## config.mk

```make
export PLATFORM = sky130hd
export DESIGN_NAME = spi_byte_sequencer
export DESIGN_NICKNAME = d
export VERILOG_FILES = /design/src/rtl/spi_pkg.sv /design/src/rtl/spi_sync_fifo.sv /design/src/rtl/spi_byte_sequencer.sv
export SDC_FILE = /design/constraint.sdc
export NUM_CORES = 1
export LEC_CHECK = 0
export CAP_MARGIN = 10
export CORE_MARGIN = 1
export CORE_UTILIZATION = 55
export CTS_CLUSTER_SIZE = 28
export DETAILED_ROUTE_END_ITERATION = 8
export GPL_TIMING_DRIVEN = 1
export PLACE_DENSITY_LB_ADDON = 0.08
export SYNTH_ARGS = -nofsm -noshare
export SYNTH_HDL_FRONTEND = slang
export SYNTH_SLANG_ARGS = --single-unit
```

## constraint.sdc

```tcl
create_clock -name clk -period 4.2 [get_ports clk]
set_clock_uncertainty 0.1 [all_clocks]
set_input_delay 0.63 -clock clk [delete_from_list [all_inputs] [get_ports clk]]
set_output_delay 0.63 -clock clk [all_outputs]
set_load 0.05 [all_outputs]
```

## src/rtl/spi_pkg.sv

```systemverilog
// Shared types and constants for the SPI byte sequencer and its FIFOs.
package spi_pkg;

   localparam int unsigned SPI_DATA_W       = 8;
   localparam logic [7:0]  SPI_TIMEOUT_FILL = 8'hFF;

   typedef enum logic [1:0] {
      IDLE,
      LAUNCH,
      WAIT,
      STORE
   } spi_state_t;

endpackage

```

## src/rtl/spi_sync_fifo.sv

```systemverilog
// Synchronous FIFO with extra-MSB pointers; rdata shows the head entry, or zero when empty.
module spi_sync_fifo
   import spi_pkg::*;
#(
   parameter int unsigned DATA_W = SPI_DATA_W,
   parameter int unsigned DEPTH  = 4
) (
   input  logic              clk,
   input  logic              rst,
   input  logic              push,
   input  logic [DATA_W-1:0] wdata,
   input  logic              pop,
   output logic [DATA_W-1:0] rdata,
   output logic              full,
   output logic              empty
);

   localparam int unsigned AW      = $clog2(DEPTH);
   localparam logic [AW:0] PTR_ONE = (AW + 1)'(1);

   logic [DATA_W-1:0] mem [DEPTH];
   logic [AW:0]       wptr;
   logic [AW:0]       rptr;
   logic              do_push;
   logic              do_pop;

   assign do_push = push && !full;
   assign do_pop  = pop && !empty;

   always_ff @(posedge clk) begin
      if (rst) begin
         wptr <= '0;
         rptr <= '0;
      end else begin
         if (do_push) wptr <= wptr + PTR_ONE;
         if (do_pop)  rptr <= rptr + PTR_ONE;
      end
   end

   always_ff @(posedge clk) begin
      if (do_push) mem[wptr[AW-1:0]] <= wdata;
   end

   assign full  = (wptr[AW] != rptr[AW]) && (wptr[AW-1:0] == rptr[AW-1:0]);
   assign empty = (wptr == rptr);
   assign rdata = empty ? '0 : mem[rptr[AW-1:0]];

endmodule

```

## src/rtl/spi_byte_sequencer.sv

```systemverilog
// Feeds bytes from a TX FIFO to an SPI byte engine one at a time and queues replies in an RX FIFO.
// Optional transfer timeout with sticky err: define SPI_SEQ_TIMEOUT_EN.
module spi_byte_sequencer
   import spi_pkg::*;
#(
   parameter int unsigned DATA_W  = SPI_DATA_W,
   parameter int unsigned DEPTH   = 4
`ifdef SPI_SEQ_TIMEOUT_EN
   ,
   parameter int unsigned TIMEOUT = 64
`endif
) (
   input  logic              clk,
   input  logic              rst,
   input  logic              in_valid,
   input  logic [DATA_W-1:0] in_data,
   output logic              in_ready,
   output logic [DATA_W-1:0] spi_din,
   output logic              spi_start,
   input  logic              spi_done,
   input  logic [DATA_W-1:0] spi_dout,
   output logic              out_valid,
   output logic [DATA_W-1:0] out_data,
   input  logic              out_ready,
   output logic              busy,
   output logic              err
);

   spi_state_t        state;
   logic [DATA_W-1:0] tx_head;
   logic [DATA_W-1:0] cap;
   logic              tx_full;
   logic              tx_empty;
   logic              rx_full;
   logic              rx_empty;

`ifdef SPI_SEQ_TIMEOUT_EN
   localparam int unsigned TW       = $clog2(TIMEOUT);
   localparam logic [TW-1:0] TMO_LAST = TW'(TIMEOUT - 1);
   logic [TW-1:0] tmo_cnt;
`else
   assign err = 1'b0;
`endif

   assign in_ready  = !tx_full;
   assign out_valid = !rx_empty;
   assign busy      = (state != IDLE);

   spi_sync_fifo #(.DATA_W(DATA_W), .DEPTH(DEPTH)) tx_fifo (
      .clk   (clk),
      .rst   (rst),
      .push  (in_valid && !tx_full),
      .wdata (in_data),
      .pop   (state == LAUNCH),
      .rdata (tx_head),
      .full  (tx_full),
      .empty (tx_empty)
   );

   spi_sync_fifo #(.DATA_W(DATA_W), .DEPTH(DEPTH)) rx_fifo (
      .clk   (clk),
      .rst   (rst),
      .push  (state == STORE),
      .wdata (cap),
      .pop   (out_ready),
      .rdata (out_data),
      .full  (rx_full),
      .empty (rx_empty)
   );

   // spi_din is loaded on the IDLE->LAUNCH edge so it is already valid while spi_start
   // is high; the TX entry itself is retired at the end of LAUNCH.
   always_ff @(posedge clk) begin
      if (rst) begin
         state     <= IDLE;
         spi_start <= 1'b0;
         spi_din   <= '0;
         cap       <= '0;
`ifdef SPI_SEQ_TIMEOUT_EN
         tmo_cnt   <= '0;
         err       <= 1'b0;
`endif
      end else begin
         spi_start <= 1'b0;
         unique case (state)
            IDLE: begin
               if (!tx_empty && !rx_full) begin
                  state     <= LAUNCH;
                  spi_start <= 1'b1;
                  spi_din   <= tx_head;
               end
            end
            LAUNCH: begin
               state <= WAIT;
`ifdef SPI_SEQ_TIMEOUT_EN
               tmo_cnt <= '0;
`endif
            end
            WAIT: begin
               if (spi_done) begin
                  cap   <= spi_dout;
                  state <= STORE;
               end
`ifdef SPI_SEQ_TIMEOUT_EN
               else if (tmo_cnt == TMO_LAST) begin
                  cap   <= DATA_W'(SPI_TIMEOUT_FILL);
                  err   <= 1'b1;
                  state <= STORE;
               end else begin
                  tmo_cnt <= tmo_cnt + TW'(1);
               end
`endif
            end
            STORE: state <= IDLE;
            default: state <= IDLE;
         endcase
      end
   end

endmodule

```

==> summary.txt, run 1 <==
Worst setup path
  – Kind of cell adding the most delay to the critical path: simple AND/OR/NAND/NOR gates
  – Bufs and invs on worst path: 1
  – Crit path DAT: 2.71 ns
  – Critical Path Max Stage Delay: 0.88 ns
  – Crit end category: primary output
  – WP data required: 3.47 ns
  – Crit start category: flop
  – CP Cell Sequence: xor2_1, nor3_1, nor2b_1, clkdlybuf4s50_1
  – Crit path max-delay cell type: nor3_1
  – Crit Path Class: reg2out
  – Crit-path max FO: 9

STA
  – Setup_tns: 0 ns
  – Tightest Pin Transition: 1.05 ns
  – Fin. Hold Viols: 0
  – Pins over their slew limit: 0
  – Fin Hold WS: 0.383 ns
  – Crit path time final: 3.44 ns
  – Fmax: 291 MHz
  – RSZ-0062 raised after global routing: false
  – Final setup fails: 0
  – Fin crit share: 81.9%
  – Post-route setup slack: 0.760 ns
  – Relative slew slack: 29.7%

Global routing
  – First-pass GRT wire length: 11200 um
  – Antenna violations before repair: 0
  – Largest net degree at the start of global routing: 23
  – Number of global-route vias before repair: 2306
  – Grt ovf: 0
  – GRT Resource Usage Total: 20.1%

Clock tree
  – # Post-CTS Setup Buffers: 0
  – Post-CTS Hold Buffers: 0
  – Post-CTS sizing: 0
  – Root Buffer: clkbuf_8
  – Skew-Pair Late Insertion Delay: 0.35 ns
  – H-tree depth: 3
  – # clock sinks: 97
  – Total CTS buffers: 9
  – Clock transition at path regs: 0.10 ns
  – CTS tree: yes
  – Clk buf depth: 2

Synthesis
  – YS warnings: 0
  – Synth Area in Simple Gates: 9.12%
  – Top-area cell type share of the netlist area: 47.8%
  – Largest family of logic cells by synthesized area: multiplexers
  – Most used DFF post-synth: edfxtp_1
  – Compound-Gate Fraction of Synth Area: 6.35%
  – XOR/XNOR Fraction of Synth Area: 3.27%
  – Yosys cell types: 37
  – Synthesized flop and latch total: 97
  – Post-Synth Adder-Cell Area: 4.67%
  – Synth top area cells: edfxtp_1, dfxtp_1, mux4_2
  – Post-Syn Instances: 278
  – Number of enable flip-flop cells after synthesis: 64
  – Cell Area, Synth: 4020 um^2
  – Average instance area after synthesis: 14.5 um^2
  – Mux cell area share after synthesis: 9.47%
  – Async set-or-reset flop fraction in the synthesized netlist: 0%
  – Post-synthesis sequential area ratio: 64.3%
  – Syn_nets: 314
  – Cell taking the most area after synthesis: edfxtp_1

Floorplan
  – Die Y: 87.5 um
  – Core area: 6910 um^2
  – Row count: 30
  – Die X: 87.5 um
  – I/O pins: 42
  – Die footprint: 7650 um^2
  – Initial core utilization: 58.2%

Detailed routing
  – DR vias: 2327
  – Number of vias per cell: 5.58
  – Pre-Repair DR Iteration Count: 4
  – Drt wl/cell: 16.9 um
  – DRT iter0 DRCs: 101
  – Final ANT Viol Nets: 0
  – # DRC: 0
  – Routed wire length: 7050 um

Final layout
  – Layout cells sized above 1: 12.1%
  – Layout area overhead: 17.3%
  – Layout net count: 352
  – Post-layout util: 68.2%
  – Post-route insts no fill: 417
  – Fill cells: 522
  – N_diodes: 0

Place
  – Final HPWL DP: 4840 um
  – GP Congestion: 0.701
  – Pre-CTS setup slack: 1.07 ns
  – PortBufs: 40
  – DP Cell Count: 401

Worst hold path
  – Hold WC Path Type: reg2reg

Run
  – Max-cap violations: 0

Pwr
  – Pwr Density: 536 nW/um^2
  – Leak Pwr: 1.64 nW
  – Worst VDD drop: 0.333 mV

Outcome
  – Outcome: completed
==> flip-flops by register name, summed over array words and instances, names as in the netlist, named ones only <==
| signal | count |
|---|---|
| spi_din | 8 |
| tx_fifo.mem | 32 |
| cap | 8 |
| rx_fifo.wptr | 3 |
| rx_fifo.rptr | 3 |
| tx_fifo.wptr | 3 |
| tx_fifo.rptr | 3 |
| spi_start | 1 |
| state | 2 |
| rx_fifo.mem | 32 |
==> layout by cell type (no fill, tap or decap), drive strengths merged, types with 9 or more instances in the layout <==
| master | instances |
|---|---|
| edfxtp | 64 |
| clkdlybuf4s50 | 40 |
| dfxtp | 33 |
| a21oi | 18 |
| mux4 | 16 |
| ha | 15 |
| inv | 14 |
| nand3 | 12 |
| nor2 | 12 |
| nand2 | 12 |
| xor2 | 11 |
| o31ai | 11 |
| clkbuf | 9 |
==> cell type report <==
class                      instances  area, um^2  area share [%]
inverter                          10        37.5           0.797
clock buffer                       9         124            2.63
tap                               96         120            2.55
sequential                        97        2580            54.8
timing repair buffer              42         415            8.82
clock inverter                     7         106            2.26
multi-input combinational        156        1330            28.1
==> Yosys cell counts (4+ instances only) <==
master    number
nor2_1        12
xor2_1        11
xnor2_1        4
nand4_1        8
nor2b_1        8
o31ai_1       11
ha_1          15
inv_1         10
clkbuf_1       7
nand3_1       12
mux4_2        16
nand2_1       12
a21oi_1       18
dfxtp_1       33
and2_1         4
edfxtp_1      64
==> where the power goes <==
part	leakage, nW	internal (mW)	total, mW	switching, mW
sequential	0.852	1.10	1.16	0.0561
clock	0.117	0.347	0.681	0.334
combinational	0.676	0.256	0.688	0.432
==> worst min-delay path, cell delays in order, from the launching register on <==
cell and delay [ns]:
dfxtp_1 0.33, o31ai_1 0.06, a21oi_1 0.06
==> per-layer routing <==
metal  GRT usage [%]  up-vias  share of wire (%)
li1                -     1130                  -
met1            24.9     1145                 44
met2            35.2       46                 52
met3            4.08        6                3.1
met4            7.00        0               0.95
met5               0        -                  0
==> cells by family after synthesis <==
kind of cell | after synthesis
DFF | 97
and+or+nand+nor | 69
AOI/OAI and AO/OA | 38
buffers and inverters | 25
muxes | 18
adders and majority gates | 15
xor gates and xnor gates | 15
other | 1
==> final timing paths <==
path | start | to | slack (ns) | depth (start not counted)
setup / recovery | rx_fifo.wptr[1] | out_data[1] | 0.76 | 4
hold / removal | spi_din[0] | spi_din[0] | 0.38 | 2
setup reg to reg | tx_fifo.rptr[1] | tx_fifo.mem[3][1] | 1.76 | 3
hold reg to reg | spi_din[0] | spi_din[0] | 0.38 | 2
==> stage by stage <==
step,power [mW],cell area (um^2)
floorplan,1.67,4020
global placement,1.86,4480
detailed placement,1.87,4480
CTS,2.55,4710
global route,2.64,4710
finish,2.52,4710
No activity file was read; power rests on OpenSTA's default activity.
==> run 2, diff against run 1 <==
CORE_UTILIZATION = 51   (was 55)
clock period = 2.8 ns   (was 4.2 ns; I/O delays follow)
==> run 2 against run 1 <==
Hold slack improved by 0.0093 ns. Combinational power grew 48%. First-iteration DRC count rose by 5.0%. Core utilization down 5.3 points. Design area decreased by 0.48%. Sequential power up 50%.
==> summary.txt, run 2 (synthesis gave the netlist of run 1 again) <==
Clock tree
  – # clock sinks: 97 (unchanged)
  – H-tree depth: 3 (unchanged)
  – Total CTS buffers: 9 (unchanged)
  – Skew-Pair Late Insertion Delay: 0.34 ns (about the same)
  – Root Buffer: clkbuf_8
  – Clock transition at path regs: 0.09 ns (about the same)
  – CTS tree: yes
  – Clk buf depth: 2 (unchanged)
  – Post-CTS Hold Buffers: 0 (unchanged)

Worst setup path
  – Bufs and invs on worst path: 1 (unchanged)
  – Crit end category: primary output
  – Crit path max-delay cell type: dfxtp_1
  – Crit start category: flop
  – Crit path DAT: 1.95 ns (-0.76 ns)
  – Crit-path max FO: 8 (-1)
  – Crit Path Class: reg2out
  – Critical Path Max Stage Delay: 0.67 ns (-0.21 ns)
  – Kind of cell adding the most delay to the critical path: flip-flops
  – CP Cell Sequence: mux4_2, nor2b_1, buf_4
  – WP data required: 2.28 ns (-1.19 ns)

Place
  – DP Cell Count: 406 (+1.2%)
  – Final HPWL DP: 4880 um (+0.88%)
  – PortBufs: 40 (unchanged)
  – Cell area after placement: 4470 um^2 (-0.20%)
  – GP Congestion: 0.734 (+4.6%)

Detailed routing
  – Routed wire length: 7070 um (+0.30%)
  – Final ANT Viol Nets: 0 (unchanged)
  – Drt wl/cell: 16.8 um (-0.89%)
  – Number of vias per cell: 5.50 (-1.5%)
  – DRT iter0 DRCs: 106 (+5.0%)
  – Pre-Repair DR Iteration Count: 4 (unchanged)
  – # DRC: 0 (unchanged)
  – DR vias: 2320 (-0.30%)

Global routing
  – Number of global-route vias before repair: 2299 (-0.30%)
  – First-pass GRT wire length: 11500 um (+2.4%)
  – GRT Resource Usage Total: 18.6% (-1.5 points)
  – Grt ovf: 0 (unchanged)
  – Antenna violations before repair: 0 (unchanged)
  – Largest net degree at the start of global routing: 17 (-26%)

Final layout
  – Layout area overhead: 16.7%
  – Most common cell after layout, fill and taps aside: edfxtp_1
  – Layout cells sized above 1: 15.5% (+3.3 points)
  – Layout net count: 354 (+0.57%)
  – Post-route insts no fill: 422 (+1.2%)
  – Most frequent cells in the layout: edfxtp_1, dfxtp_1, clkdlybuf4s50_1
  – Design Area, Final: 4690 um^2 (-0.48%)
  – N_diodes: 0 (unchanged)

Worst hold path
  – Hold WC Path Type: reg2reg

STA
  – Tightest Pin Transition: 0.806 ns (-0.241 ns)
  – Fmax: 405 MHz
  – Fin crit share: 88.1%
  – Pins over their slew limit: 0 (unchanged)
  – Relative slew slack: 46.0% (+16 points)
  – Crit path time final: 2.47 ns
  – Fin. Hold Viols: 0 (unchanged)
  – Setup_tns: 0 ns (unchanged)
  – RSZ-0062 raised after global routing: false
  – Final setup fails: 0 (unchanged)

Floorplan
  – Die X: 90.8 um (+3.8%)
  – Row count: 31 (+3.3%)
  – I/O pins: 42 (unchanged)
  – Core area: 7450 um^2 (+7.8%)
  – Die Y: 90.8 um (+3.8%)
  – Initial core utilization: 53.9% (-4.2 points)
  – Die footprint: 8240 um^2 (+7.7%)

Run
  – Max-cap violations: 0 (unchanged)

Pwr
  – Worst VDD drop: 0.426 mV (+28%)
  – Pwr Density: 793 nW/um^2 (+48%)
  – Leak Pwr: 1.66 nW (+0.93%)

Outcome
  – Outcome: completed
[run 2: changes by cell type in the layout (fill, tap and decap cells not counted)]
cell,delta
inv_6,-2
clkinv_4,-1
buf_4,+13
clkinv_1,+1
nor3_2,+1
clkinvlp_4,+1
clkbuf_1,+2
clkdlybuf4s50_1,-11
inv_8,-1
nor3_1,-1
[run 2: final timing paths]
kind               from     endpoint  slack (ns)  cells after the start
min          spi_din[1]   spi_din[1]        0.39                      2
max reg2reg    state[1]     state[1]        0.40                      6
max                flop  out_data[2]        0.33                      3
min reg2reg  spi_din[1]   spi_din[1]        0.39                      2
[run 2: routing by layer]
metal | up-vias | share of wire, % | global-route usage (%)
met1 | 1134 | 46 | 23.3
met3 | 6 | 3.7 | 4.80
li1 | 1124 | - | -
met5 | - | 0 | 0
met4 | 0 | 1.0 | 7.12
met2 | 56 | 50 | 30.9
[run 2: power breakdown]
| group | leakage, nW | switching, mW | internal [mW] |
|---|---|---|---|
| clock | 0.102 | 0.451 | 0.505 |
| combinational | 0.706 | 0.652 | 0.371 |
| sequential | 0.852 | 0.0886 | 1.65 |
[run 2: worst reg2reg max path, stage by stage (launching register included)]
cell	delay [ns]
dfxtp_1	0.35
inv_1	0.14
ha_1	0.41
inv_1	0.30
or4_1	0.65
a311oi_2	0.28
a41o_1	0.12
[run 2: area by class of cell]
class                   count  area (um^2)
fillers                   597         2760
flip-flops and latches     97         2580
multi-input cells         156         1330
repair buffers             44          403
clock buffers              11          131
well taps                  99          124
clock inverters             5         80.1
inverters                  10         37.5
[run 2: timing repair]
item / 4_1_cts / 5_1_grt
resized for setup: 0 / 1
setup buffers: 0 / 0
setup endpoints to repair: 0 / 9
[run 2: metrics by stage]
| step | power, mW | worst slack (ns) | hold slack, ns | utilization, % |
|---|---|---|---|---|
| 2_1_floorplan | 2.50 | 0.566 | 0.360 | - |
| 3_3_place_gp | 2.78 | 0.467 | 0.380 | 60.0 |
| 3_5_place_dp | 2.79 | 0.393 | 0.378 | 60.0 |
| 4_1_cts | 3.74 | 0.00210 | 0.398 | 62.9 |
| 5_1_grt | 3.91 | 0.164 | 0.413 | 63.0 |
| 6_report | 3.72 | 0.333 | 0.393 | 63.0 |
